--- src/rtl/cic_interpolator_if.sv ---
// cic_interpolator_if: low-rate sample handshake, high-rate tick and output bundle
interface cic_interpolator_if #(
   parameter int INPUT_WIDTH  = 16,
   parameter int OUTPUT_WIDTH = 24
);
   logic                           tick;
   logic signed [INPUT_WIDTH-1:0]  x_in;
   logic                           x_valid;
   logic                           x_ready;
   logic signed [OUTPUT_WIDTH-1:0] y_out;
   logic                           y_valid;
   logic                           underrun;
   logic                           sat;
   modport master (output tick, x_in, x_valid, input x_ready, y_out, y_valid, underrun, sat);
   modport slave (input tick, x_in, x_valid, output x_ready, y_out, y_valid, underrun, sat);
endinterface

--- src/rtl/cic_interpolator.sv ---
// cic_interpolator: M-stage CIC interpolator, one held low-rate sample per R ticks, one output per tick
module cic_interpolator #(
   parameter int INPUT_WIDTH  = 16,
   parameter int OUTPUT_WIDTH = 24,
   parameter int M_STAGES     = 3,
   parameter int R_INTERP     = 192
) (
   input logic               clk,
   input logic               rst,
   cic_interpolator_if.slave bus
);
   localparam int LR = $clog2(R_INTERP);
   localparam int W = INPUT_WIDTH + M_STAGES * LR;
   localparam int SHIFT = INPUT_WIDTH + (M_STAGES - 1) * LR - OUTPUT_WIDTH;
   localparam logic [LR-1:0] LAST = LR'(R_INTERP - 1);
   localparam logic signed [OUTPUT_WIDTH-1:0] Y_MAX = {1'b0, {(OUTPUT_WIDTH-1){1'b1}}};
   localparam logic signed [OUTPUT_WIDTH-1:0] Y_MIN = {1'b1, {(OUTPUT_WIDTH-1){1'b0}}};

   logic [LR-1:0]                  phase_q, phase_d;
   logic                           full_q, full_d;
   logic signed [INPUT_WIDTH-1:0]  hold_q, hold_d;
   logic signed [W-1:0]            d_q [M_STAGES];
   logic signed [W-1:0]            d_d [M_STAGES];
   logic signed [W-1:0]            i_q [M_STAGES];
   logic signed [W-1:0]            i_d [M_STAGES];
   logic signed [W-1:0]            c [M_STAGES+1];
   logic signed [W-1:0]            u, s;
   logic signed [OUTPUT_WIDTH-1:0] y_q, y_d;
   logic                           y_valid_q, under_q, under_d, sat_q, sat_d;
   logic                           due, consume, x_ready, xfer, hi, lo;

   assign bus.x_ready  = x_ready;
   assign bus.y_out    = y_q;
   assign bus.y_valid  = y_valid_q;
   assign bus.underrun = under_q;
   assign bus.sat      = sat_q;

   // Next state: hold register handshake, low-rate combs, zero-stuffed integrators, saturating output
   always_comb begin
      due = bus.tick && phase_q == '0;
      consume = due && full_q;
      x_ready = !full_q || consume;
      xfer = bus.x_valid && x_ready;
      full_d = xfer || (full_q && !consume);
      hold_d = xfer ? bus.x_in : hold_q;
      phase_d = !bus.tick ? phase_q : phase_q == LAST ? '0 : phase_q + LR'(1);
      under_d = under_q || (due && !full_q);
      c[0] = consume ? {{(W-INPUT_WIDTH){hold_q[INPUT_WIDTH-1]}}, hold_q} : '0;
      for (int k = 0; k < M_STAGES; k++) begin
         c[k+1] = c[k] - d_q[k];
         d_d[k] = due ? c[k] : d_q[k];
      end
      u = due ? c[M_STAGES] : '0;
      i_d[0] = bus.tick ? i_q[0] + u : i_q[0];
      for (int k = 1; k < M_STAGES; k++)
         i_d[k] = bus.tick ? i_q[k] + i_q[k-1] : i_q[k];
      s = i_q[M_STAGES-1] >>> SHIFT;
      hi = !s[W-1] && |s[W-2:OUTPUT_WIDTH-1];
      lo = s[W-1] && !(&s[W-2:OUTPUT_WIDTH-1]);
      y_d = !bus.tick ? y_q : hi ? Y_MAX : lo ? Y_MIN : s[OUTPUT_WIDTH-1:0];
      sat_d = sat_q || (bus.tick && (hi || lo));
   end

   // State registers, all cleared by synchronous reset
   always_ff @(posedge clk) begin
      if (rst) begin
         phase_q   <= '0;
         full_q    <= 1'b0;
         hold_q    <= '0;
         y_q       <= '0;
         y_valid_q <= 1'b0;
         under_q   <= 1'b0;
         sat_q     <= 1'b0;
         for (int k = 0; k < M_STAGES; k++) begin
            d_q[k] <= '0;
            i_q[k] <= '0;
         end
      end else begin
         phase_q   <= phase_d;
         full_q    <= full_d;
         hold_q    <= hold_d;
         y_q       <= y_d;
         y_valid_q <= bus.tick;
         under_q   <= under_d;
         sat_q     <= sat_d;
         for (int k = 0; k < M_STAGES; k++) begin
            d_q[k] <= d_d[k];
            i_q[k] <= i_d[k];
         end
      end
   end
endmodule

--- src/flat_wrapper.sv ---
// flat-port wrapper written by rule: the top's interface ports become plain ports
module cic_interpolator_flat 
#(
   parameter int INPUT_WIDTH  = 16,
   parameter int OUTPUT_WIDTH = 24,
   parameter int M_STAGES     = 3,
   parameter int R_INTERP     = 192
)
  (clk, rst, bus_tick, bus_x_in, bus_x_valid, bus_x_ready, bus_y_out, bus_y_valid, bus_underrun, bus_sat);
  cic_interpolator_if #(.INPUT_WIDTH(INPUT_WIDTH), .OUTPUT_WIDTH(OUTPUT_WIDTH)) bus_i ();
  input logic clk;
  input logic rst;
  input wire logic [$bits(bus_i.tick)-1:0] bus_tick;
  input wire logic [$bits(bus_i.x_in)-1:0] bus_x_in;
  input wire logic [$bits(bus_i.x_valid)-1:0] bus_x_valid;
  output wire logic [$bits(bus_i.x_ready)-1:0] bus_x_ready;
  output wire logic [$bits(bus_i.y_out)-1:0] bus_y_out;
  output wire logic [$bits(bus_i.y_valid)-1:0] bus_y_valid;
  output wire logic [$bits(bus_i.underrun)-1:0] bus_underrun;
  output wire logic [$bits(bus_i.sat)-1:0] bus_sat;
  assign bus_i.tick = bus_tick;
  assign bus_i.x_in = bus_x_in;
  assign bus_i.x_valid = bus_x_valid;
  assign bus_x_ready = bus_i.x_ready;
  assign bus_y_out = bus_i.y_out;
  assign bus_y_valid = bus_i.y_valid;
  assign bus_underrun = bus_i.underrun;
  assign bus_sat = bus_i.sat;
  cic_interpolator #(.INPUT_WIDTH(INPUT_WIDTH), .OUTPUT_WIDTH(OUTPUT_WIDTH), .M_STAGES(M_STAGES), .R_INTERP(R_INTERP)) u_core (.clk(clk), .rst(rst), .bus(bus_i));
endmodule
--- config.mk ---
export PLATFORM = sky130hd
export DESIGN_NAME = cic_interpolator_flat
export DESIGN_NICKNAME = d
export VERILOG_FILES = /design/src/rtl/cic_interpolator_if.sv /design/src/rtl/cic_interpolator.sv /design/src/flat_wrapper.sv
export SDC_FILE = /design/constraint.sdc
export NUM_CORES = 1
export LEC_CHECK = 0
export CAP_MARGIN = 0
export CORE_MARGIN = 2
export CORE_UTILIZATION = 35
export CTS_BUF_LIST = sky130_fd_sc_hd__clkbuf_16
export CTS_CLUSTER_SIZE = 12
export DETAILED_ROUTE_END_ITERATION = 16
export DONT_BUFFER_PORTS = 1
export PLACE_DENSITY_LB_ADDON = 0.08
export RECOVER_POWER = 25
export REMOVE_ABC_BUFFERS = 1
export SLEW_MARGIN = 20
export SYNTH_ARGS = -nofsm -noshare
export SYNTH_HDL_FRONTEND = slang
export SYNTH_SLANG_ARGS = --single-unit
--- constraint.sdc ---
create_clock -name clk -period 12.85 [get_ports clk]
set_input_delay 1.285 -clock clk [delete_from_list [all_inputs] [get_ports clk]]
set_output_delay 1.285 -clock clk [all_outputs]
set_load 0.05 [all_outputs]
==> impl_metrics.ini, run 1 <==
[final_layout]
final_cell_mix = nand2_1 (268), dfxtp_1 (268), a21oi_1 (267), nor2_1 (259), ha_1 (214)
syn_to_final_growth_pct = 8.37
final_cell_count_no_fill = 3328
fin_util = 0.381
antenna_cells = 0
nNetsFinal = 2778
drive_above_1_share = 0.0347

[timing]
max_slew_margin = -1.21
whs_ps = 451
finalCritPeriodShare = 0.907
slew_violations = 98
final.min_clock_period_ps = 11660
hold_viol = 0
setup_viol = 0
fmax_ghz = 0.0858
finalClockSkew_ps = 22.7
rsz0062_at_grt = false
tightest_slew_ps = 3310
tns_ps = 0

[worst_setup_path]
start_kind = input port
required_ps = 13290
cp_max_fo = 148
cpPeakStageDelay_ps = 630
arrival_ps = 12100
crit_top_cell = a21oi_1
crit_slowest_cell = and4b_1
endpoint_kind = flop
path_class = input port to flop

[place]
post-place-cells = 3263
io_buffers = 0
gp_congestion = 0.851
hpwlAfterDp_mm = 34.5

[run_status]
violations = capacitance limit, slew limit
run_status = complete, but fails checks

[floorplan]
die_h_um = 244
rows = 88
dieWidth_um = 244
dieArea_um2 = 59700
design.core.area_um2 = 57500
pin_count = 48
initial_core_util = 0.352

[yosys]
ys_ff_latch = 268
ys_dominant_reg_cell = dfxtp_1
synth_cell_types = 82
yosysSeqAreaShare = 0.265
yosysTopAreaCell = dfxtp_1
syn_area_um2 = 20200
ys_warn_count = 0
synthCells = 2598
synth.avg_cell_area_um2 = 7.79
async_flop_share = 0
yosys-top-cells-area = dfxtp_1 (27%), ha_1 (13%), a21oi_1 (6.6%)
synth_edf_count = 0
synth_top_area_frac = 0.265

[cts]
hold_buffers = 0
root_buffer = clkbuf_16
worst_skew_pair.late_latency_ps = 550
clk_pin_slew_ps = 50
clock-sinks = 268
htree_num_levels = 2
postCtsSetupRepairBufs = 0
cts_tree = done
cts_inserted_buffers = 36
cts-root-to-sink-buffers = 3
post_cts_resized = 0

[pwr]
p_leak_nw = 9.97
powerDensity_nw_per_um2 = 241
seqPwrFrac = 0.221
p_sw_frac = 0.453
power.share.clock = 0.174
peakVddDrop_uv = 100
comb_power_share = 0.605
internal_power_mw = 2.89
power_mw = 5.28
power.switching_mw = 2.39

[drt]
wire_per_inst_um = 14.3
first_pass_iters = 5
ant_nets = 0
wl_mm = 47.7
viasPerCell = 5.04
drt_iter0_markers = 539
vias = 16800
drc = 0

[global_routing]
grt_usage = 0.162
antenna_found_initial = 0
grt.overflow.total = 0
grt_max_degree = 248
grt_pass1_vias = 16700
grt_pass1_wl_mm = 81.9

[min_path]
hold_path_class = flop to flop

[flow_run]
drv_cap = 2
-- kinds of logic after synthesis --
kind of cell             count (synthesis)  share of synthesized area
XOR/XNOR                               172                     0.0752
AO/OA/AOI/OAI                          781                      0.249
AND/OR/NAND/NOR                        801                      0.181
multiplexers                            76                     0.0379
flip-flops                             268                      0.265
adder cells (fa/ha/maj)                222                      0.140
buffers and inverters                  278                     0.0520
-- cell usage after synthesis (13+ instances only) --
cell	number
a31oi_1	21
nand4_1	23
a21boi_0	26
nand3_1	45
clkbuf_1	98
o211ai_1	31
o21ai_1	13
nor2b_1	29
ha_1	214
xor2_1	62
mux2i_1	74
xnor2_1	109
o22ai_1	14
a21o_1	139
nand2_1	268
nand2b_1	44
a21oi_1	268
o21bai_1	20
dfxtp_1	268
o21a_1	30
nor4_1	13
a211oi_1	30
o21ai_0	105
nor2_1	259
nor3_1	33
inv_1	169
and3_1	36
-- flip-flops by register name, indices dropped and copies added (netlist names) --
name and flops:
u_core.bus.sat 1, u_core.full_q 1, u_core.bus.y_valid 1, u_core.phase_q 8, u_core.hold_q 16, u_core.i_q 120, u_core.bus.y_out 24, u_core.bus.underrun 1
u_core.d_q 96
-- critical path, delay by kind of cell --
kind / cells / cell delay, ps
multiplexers: 1 / 290
buffers and inverters: 2 / 250
AO/OA/AOI/OAI: 32 / 5170
adder cells (fa/ha/maj): 6 / 2240
AND/OR/NAND/NOR: 11 / 2280
XOR/XNOR: 2 / 340
-- worst paths after layout --
path	depth (start not counted)	from	slack, ps	to
hold / removal	2	u_core.hold_q[3]	450	u_core.hold_q[3]
setup reg to reg	53	u_core.phase_q[3]	1980	u_core.i_q[0][39]
setup / recovery	54	bus_tick	1190	u_core.i_q[0][39]
hold reg to reg	2	u_core.hold_q[3]	450	u_core.hold_q[3]
-- layout make-up --
class	count	area, um^2
fill	6057	35600
clock buffer	38	951
clock inverter	27	131
sequential	268	5370
timing repair buffer	8	56.3
inverter	170	638
tap	765	957
multi-input combinational	2052	13800
-- through the flow --
step                cell area [um^2]  worst slack [ps]
floorplan                      19800              -223
global placement               20800              1420
detailed placement             20800              1100
CTS                            21900              1670
global route                   21900               279
finish                         21900              1190
-- power by group through the flow --
stage | Sequential, mW | Combinational, mW | Clock, mW
floorplan | 1.14 | 2.59 | 0
global placement | 1.18 | 3.17 | 0
detailed placement | 1.18 | 3.18 | 0
CTS | 1.17 | 3.20 | 0.955
global route | 1.19 | 3.62 | 0.989
finish | 1.17 | 3.19 | 0.918
-- layer usage --
metal / GRT usage / routed length, um
met5: 0 / 0
met4: 0.0500 / 1320
met3: 0.0244 / 1420
met2: 0.269 / 20700
met1: 0.216 / 24300
No activity file was read; power rests on OpenSTA's default activity.
==> inputs of run 2 (changes only) <==
--- a/config.mk
+++ b/config.mk
@@ -7,7 +7,7 @@
 export LEC_CHECK = 0
 export CAP_MARGIN = 0
 export CORE_MARGIN = 2
-export CORE_UTILIZATION = 35
+export CORE_UTILIZATION = 60
 export CTS_BUF_LIST = sky130_fd_sc_hd__clkbuf_16
 export CTS_CLUSTER_SIZE = 12
 export DETAILED_ROUTE_END_ITERATION = 16
@@ -15,7 +15,7 @@
 export PLACE_DENSITY_LB_ADDON = 0.08
 export RECOVER_POWER = 25
 export REMOVE_ABC_BUFFERS = 1
-export SLEW_MARGIN = 20
+export SLEW_MARGIN = 15
 export SYNTH_ARGS = -nofsm -noshare
 export SYNTH_HDL_FRONTEND = slang
 export SYNTH_SLANG_ARGS = --single-unit
==> run 2 against run 1 <==
The run still ends with capacitance limit, slew limit left; global-route usage increased by 7.9 points; design area is 2.4% lower; clock power decreased by 7.7%; clock-buffer cell count down 7; first-iteration DRC count rose by 29%; setup slack better by 94 ps; hold slack worse by 3.7 ps; wire length is 9.9% lower.
==> impl_metrics.ini, run 2 (synthesized netlist as in run 1, its figures left out) <==
[worst_setup_path]
start_kind = input port
reg2reg_depth = 44
cp_max_fo = 148
cpPeakStageDelay_ps = 710
required_ps = 13310
crit_slowest_cell = and4b_1
path_class = input port to flop
crit_top_cell = a21o_1
reg2reg_from = u_core.phase_q[3]
endpoint_kind = flop
crit_start = bus_tick
r2r_slack_ps = 1720
arrival_ps = 12030
crit_path_end = u_core.i_q[0][39]
r2r_end = u_core.i_q[0][39]

[cts]
worst_skew_pair.late_latency_ps = 580
cts_tree = done
postCtsSetupRepairBufs = 0
post_cts_resized = 0
cts_inserted_buffers = 31
clock-sinks = 268
htree_num_levels = 1
root_buffer = clkbuf_16
cts-root-to-sink-buffers = 3
hold_buffers = 0
clk_pin_slew_ps = 60

[timing]
finalClockSkew_ps = 20.7
fmax_ghz = 0.0865
setup_viol = 0
final.min_clock_period_ps = 11560
slew_violations = 100
max_slew_margin = -1.05
hold_viol = 0
finalCritPeriodShare = 0.900
tns_ps = 0
tightest_slew_ps = 3070
rsz0062_at_grt = false

[run_status]
violations = capacitance limit, slew limit
run_status = complete, but fails checks

[global_routing]
grt_pass1_vias = 16400
grt.overflow.total = 0
grt_max_degree = 248
antenna_found_initial = 0
grt_usage = 0.241
grt_pass1_wl_mm = 74.1

[drt]
vias = 17100
wire_per_inst_um = 14.3
wl_mm = 43.0
drt_iter0_markers = 693
viasPerCell = 5.70
first_pass_iters = 5
drc = 0
ant_nets = 0

[floorplan]
initial_core_util = 0.606
pin_count = 48
die_h_um = 188
rows = 67
dieArea_um2 = 35200
dieWidth_um = 188
design.core.area_um2 = 33400

[pwr]
internal_power_mw = 2.85
p_leak_nw = 9.90
powerDensity_nw_per_um2 = 242
p_sw_frac = 0.450
power.switching_mw = 2.33
peakVddDrop_uv = 142
comb_power_share = 0.613
power_mw = 5.18
seqPwrFrac = 0.224
power.share.clock = 0.163

[final_layout]
n_fill_cell = 3001
fin_util = 0.641
syn_to_final_growth_pct = 5.76
antenna_cells = 0
drive_above_1_share = 0.0333
nNetsFinal = 2771
final_cell_mix = a21oi_1 (268), nand2_1 (268), dfxtp_1 (268), nor2_1 (259), ha_1 (214)
largest_reg_flops = 120
ff_latch_area_um2 = 5370
regMostFlops = u_core.i_q
multi_input_area_um2 = 13800

[place]
io_buffers = 0
gp_congestion = 0.915
hpwlAfterDp_mm = 31.0

[flow_run]
drv_cap = 2

[min_path]
hold_path_class = flop to flop
run 2: area by class of cell:
cell class                 instances  share of cell area
clock buffer                      31              0.0363
inverter                         170              0.0298
timing repair buffer               6             0.00193
sequential                       268               0.251
clock inverter                    27             0.00941
multi-input combinational       2052               0.646
tap                              448              0.0262
run 2: per-layer routing:
| metal | wire length [um] | GRT usage |
|---|---|---|
| met4 | 941 | 0.0672 |
| met1 | 21000 | 0.315 |
| met5 | 0 | 0 |
| met2 | 19500 | 0.422 |
| met3 | 1670 | 0.0243 |
run 2: how the worst min path moves through the flow:
stage                      start           endpoint  slack (ps)  cells after the start
2_1_floorplan  u_core.hold_q[10]  u_core.hold_q[10]         430                      2
3_3_place_gp   u_core.d_q[0][53]  u_core.d_q[0][53]         440                      2
3_5_place_dp    u_core.hold_q[4]   u_core.hold_q[4]         440                      2
4_1_cts         u_core.hold_q[4]   u_core.hold_q[4]         450                      2
5_1_grt         u_core.hold_q[5]   u_core.hold_q[5]         460                      2
6_report        u_core.hold_q[8]   u_core.hold_q[8]         450                      2
run 2: power by group through the flow:
stage	combinational, mW	sequential, mW	clock, mW
5_1_grt	3.57	1.18	0.900
4_1_cts	3.16	1.16	0.868
2_1_floorplan	2.59	1.14	0
6_report	3.18	1.16	0.847
3_3_place_gp	3.07	1.17	0
3_5_place_dp	3.14	1.18	0
run 2: per-stage QoR:
| step | cells | hold slack [ps] | setup WS (ps) | instance area, um^2 |
|---|---|---|---|---|
| 4_1_cts | 3002 | 452 | 1600 | 21400 |
| 2_1_floorplan | 2490 | 426 | -223 | 19800 |
| 5_1_grt | 3002 | 458 | 252 | 21400 |
| 3_3_place_gp | 2944 | 438 | 1460 | 20400 |
| 3_5_place_dp | 2944 | 443 | 1030 | 20400 |
| 6_report | 3002 | 447 | 1290 | 21400 |
run 2: critical path, delay by kind of cell:
family	cells	cell delay (ps)
adders and majority gates	5	1820
muxes	1	290
and+or+nand+nor	15	3120
xor gates and xnor gates	2	330
buffers and inverters	2	120
AOI/OAI and AO/OA	20	5000
